==> config.mk <==
export PLATFORM = sky130hd
export DESIGN_NAME = bnn_input_binarizer
export DESIGN_NICKNAME = d
export VERILOG_FILES = /design/src/rtl/bnn_input_binarizer.sv
export SDC_FILE = /design/constraint.sdc
export NUM_CORES = 2
export LEC_CHECK = 0
export CORE_AREA = 2 2 313 315
export CTS_CLUSTER_SIZE = 16
export DETAILED_ROUTE_END_ITERATION = 7
export DIE_AREA = 0 0 315 317
export PLACE_DENSITY_LB_ADDON = 0.25
export RECOVER_POWER = 100
export SYNTH_ARGS = -nofsm -noshare
export SYNTH_HDL_FRONTEND = slang
export SYNTH_SLANG_ARGS = --single-unit
==> constraint.sdc <==
create_clock -name clk -period 2.7 [get_ports clk]
set_input_delay 0.27 -clock clk [delete_from_list [all_inputs] [get_ports clk]]
set_output_delay 0.27 -clock clk [all_outputs]
set_load 0.05 [all_outputs]
==> src/rtl/bnn_input_binarizer.sv <==
// bnn_input_binarizer: thresholds streamed pixels into a packed binary frame for the BNN input layer
module bnn_input_binarizer #(
  parameter int INPUT_SIZE  = 784,
  parameter int PIXEL_WIDTH = 8,
  parameter int IDX_WIDTH   = $clog2(INPUT_SIZE)
) (
  input  logic                   clk,
  input  logic                   rst,
  input  logic [PIXEL_WIDTH-1:0] pix_threshold,
  input  logic                   in_valid,
  output logic                   in_ready,
  input  logic [PIXEL_WIDTH-1:0] in_pixel,
  input  logic                   in_last,
  output logic                   out_valid,
  input  logic                   out_ready,
  output logic [INPUT_SIZE-1:0]  out_vec,
  output logic                   frame_err
);
  typedef enum logic [1:0] {FILL, DISCARD, HOLD} state_t;
  localparam logic [IDX_WIDTH-1:0] LAST = IDX_WIDTH'(INPUT_SIZE - 1);
  state_t                state, state_n;
  logic [IDX_WIDTH-1:0]  idx, idx_n;
  logic [INPUT_SIZE-1:0] vec_n;
  logic                  err_n, acc;
  assign in_ready  = !rst && state != HOLD;
  assign out_valid = state == HOLD;
  assign acc       = in_valid && in_ready;
  always_ff @(posedge clk) begin
    if (rst) begin
      state     <= FILL;
      idx       <= '0;
      out_vec   <= '0;
      frame_err <= 1'b0;
    end else begin
      state     <= state_n;
      idx       <= idx_n;
      out_vec   <= vec_n;
      frame_err <= err_n;
    end
  end
  always_comb begin
    state_n = state;
    idx_n   = idx;
    vec_n   = out_vec;
    err_n   = frame_err;
    case (state)
      FILL: if (acc) begin
        vec_n[idx] = in_pixel >= pix_threshold;
        if (in_last) begin
          state_n = HOLD;
          err_n   = idx != LAST;
        end else if (idx == LAST) state_n = DISCARD;
        else idx_n = idx + 1'b1;
      end
      DISCARD: if (acc) begin
        err_n   = 1'b1;
        state_n = in_last ? HOLD : DISCARD;
      end
      default: if (out_ready) begin
        state_n = FILL;
        idx_n   = '0;
        vec_n   = '0;
        err_n   = 1'b0;
      end
    endcase
  end
endmodule

==> flow_summary.ini <==
[clock_network]
clock-sinks = 797
h-tree-depth = 3
clk_latency_ns = 0.66
clockBufferDepth = 3
path_clk_slew_ns = 0.07
cts_tree = built
cts_root_buffer = clkbuf_16
numCtsBuffers = 89

[global_routing]
grt_use_met3_pct = 7.29
antenna_found_initial = 9
grt_pass1_wl_um = 249000
grt_pass1_vias = 36018
grt_max_degree = 183
use_met2_pct = 50.9
busiest_layer = met2
grt_util_met1_pct = 44.5
overflow = 0
track_usage_pct = 33.0

[routing]
firstDrtPassIters = 6
ant_nets = 0
drtIter0Drc = 5933
post_drt_via_cell_ratio = 5.91
drc = 0
wl_per_cell_um = 26.3
wl_um = 175000
num_vias = 39279

[placement]
hpwl_um = 108000
io_buffers = 807
place.gp.congestion = 0.845
post_dp_cell_area_mm2 = 0.0470
post-place-ws_ns = -0.299

[synth]
yosys_warnings = 0
ys_ff_latch = 797
synthMuxAreaShare_pct = 0.0311
syn_inst = 4753
synth_cell_type_count = 41
netlist_area_mm2 = 0.0363
async_reset_ff_share_pct = 0
syn_area_per_cell_um2 = 7.63
synth_nets = 4786
synth_top_family_by_area = compound AO/OA/AOI/OAI gates
ys.flop_type = dfxtp_1
synthSimpleGateAreaFrac_pct = 15.6
yosysSeqAreaShare_pct = 44.0
synth-xor-area-share_pct = 0.169
synth_fa_ha_area_share_pct = 0.414
synth_compound_area_share_pct = 33.5
synth_edf_count = 0

[setup_path]
worst_setup_path_end_kind = register
worst_ep_arrival_time_ns = 3.15
crit_fanout = 18
cp.required_ns = 3.27
path_class = reg -> reg
setup.worst_path.start_class = register

[timing]
maxSlewViolCount = 0
worst_pin_slew_ns = 1.06
fin_skew_ns = 0.0257
grt_setup_unrepaired = false
fmax_ghz = 0.388
post-route-worst-setup-slack_ns = 0.126
hold_viol_final = 0
timing.hold.ws_ns = 0.316
period_needed_ns = 2.57
fin_crit_sh_pct = 95.3
finalSetupViolCount = 0
maxSlewHeadroom_pct = 29.4

[floorplan]
chipHeight_um = 317
core_area_mm2 = 0.0963
ios = 808
die-area_mm2 = 0.0999
initial_utilization_pct = 37.7
die_w_um = 315
rows = 114

[finish]
layout_common_cells = 1541 x o21ai_0, 802 x a21oi_1, 797 x dfxtp_1
final_common_cell = o21ai_0
fillCellCount = 9043
areaGrowthSynthToFinish_pct = 37.6
design_area_mm2 = 0.0499
drive_gt1_share_pct = 8.47
fin_nets = 5322

[pwr]
peakVddDrop_v = 0.000490
p_leak_nw = 19.2
powerDensity_mw_per_mm2 = 511

[status]
status = completed

[flow_run]
drv_cap = 0

[hold_path]
hold_path_class = in -> reg
synthesized netlist by cell type (2+ instances only):
master | n | area share [%]
a21oi_1 | 803 | 11
a31oi_1 | 2 | 0.035
buf_1 | 17 | 0.18
buf_2 | 9 | 0.12
buf_4 | 3 | 0.062
clkbuf_1 | 537 | 5.6
clkbuf_2 | 14 | 0.19
dfxtp_1 | 797 | 44
ha_1 | 12 | 0.41
inv_1 | 13 | 0.13
nand2_1 | 17 | 0.18
nand2b_1 | 10 | 0.17
nand3_1 | 6 | 0.083
nand3b_1 | 3 | 0.062
nand4_1 | 4 | 0.069
nand4b_1 | 2 | 0.048
nor2_1 | 72 | 0.75
nor2b_1 | 771 | 13
nor3_1 | 3 | 0.041
o211ai_1 | 13 | 0.27
o21ai_0 | 1489 | 21
o21ai_1 | 79 | 1.1
o21ai_2 | 15 | 0.36
or2_2 | 3 | 0.052
or3_1 | 34 | 0.59
or3b_2 | 4 | 0.097
xor2_1 | 7 | 0.17
area by class of cell:
| type | count | area (um2) | area share (%) |
|---|---|---|---|
| clock buffer | 136 | 2690 | 5.38 |
| clock inverter | 28 | 256 | 0.514 |
| inverter | 13 | 48.8 | 0.0978 |
| multi-input combinational | 3361 | 18500 | 37.1 |
| tap | 1276 | 1600 | 3.20 |
| timing repair buffer | 1027 | 10800 | 21.7 |
| sequential | 797 | 16000 | 32.0 |
| antenna | 5 | 12.5 | 0.0251 |
report_power, final:
group	total (mW)	switching, mW	internal [mW]	leakage (nW)
Sequential	11.8	0.00440	11.8	6.42
Clock	12.4	5.31	7.08	1.46
Combinational	1.35	1.01	0.343	11.3
Total	25.5	6.32	19.2	19.2
per-stage QoR:
stage	cells	power (mW)	utilization (%)	setup TNS (ns)
final	6643	25.5	51.8	0
after detailed placement	6473	13.3	48.9	-163.95
after floorplan	4753	12.9	-	0
after global routing	6638	26.1	51.8	0
after global placement	6473	13.3	48.9	-170.79
after CTS	6638	25.5	51.9	0
layer usage:
metal  share of wire [%]  vias to the layer above
li1                    -                    17481
met1                  40                    18863
met2                  44                     2526
met3                  11                      399
met4                 4.3                       10
met5               0.045                        -
what timing repair did:
action,4_1_cts,5_1_grt
hold endpoints to repair,1,0
resized for setup,1,0
setup buffers,0,0
endpoints found under the setup margin,1,0
hold buffers,1,0
state kept, by name, indices dropped and copies added, names as in the netlist:
signal / flops
out_vec: 784
state: 2
idx: 10
frame_err: 1
critical path: stages, from the launching register on:
cell      delay, ns
dfxtp_1        0.36
or4b_4         0.58
a2111o_1       0.41
nor2_4         0.24
buf_8          0.30
o21ai_4        0.07
clkbuf_4       0.27
o21ai_0        0.22
cells by family after synthesis:
family,Yosys count
DFF,797
and+or+nand+nor,935
muxes,1
buffers and inverters,595
adders and majority gates,12
AOI/OAI and AO/OA,2406
xor gates and xnor gates,7
worst paths after layout:
kind,startpoint,to,slack (ns),cells past startpoint
worst max-delay path,state[0]$_SDFFE_PP0P_,out_vec[398]$_SDFFE_PP0P_,0.13,7
worst min-delay path,in_valid,state[1]$_SDFFE_PP0P_,0.32,4
worst max register to register,state[0]$_SDFFE_PP0P_,out_vec[398]$_SDFFE_PP0P_,0.13,7
worst min register to register,out_vec[367]$_SDFFE_PP0P_,out_vec[367]$_SDFFE_PP0P_,0.48,2
Note: power is estimated with default switching activity, not from simulation.
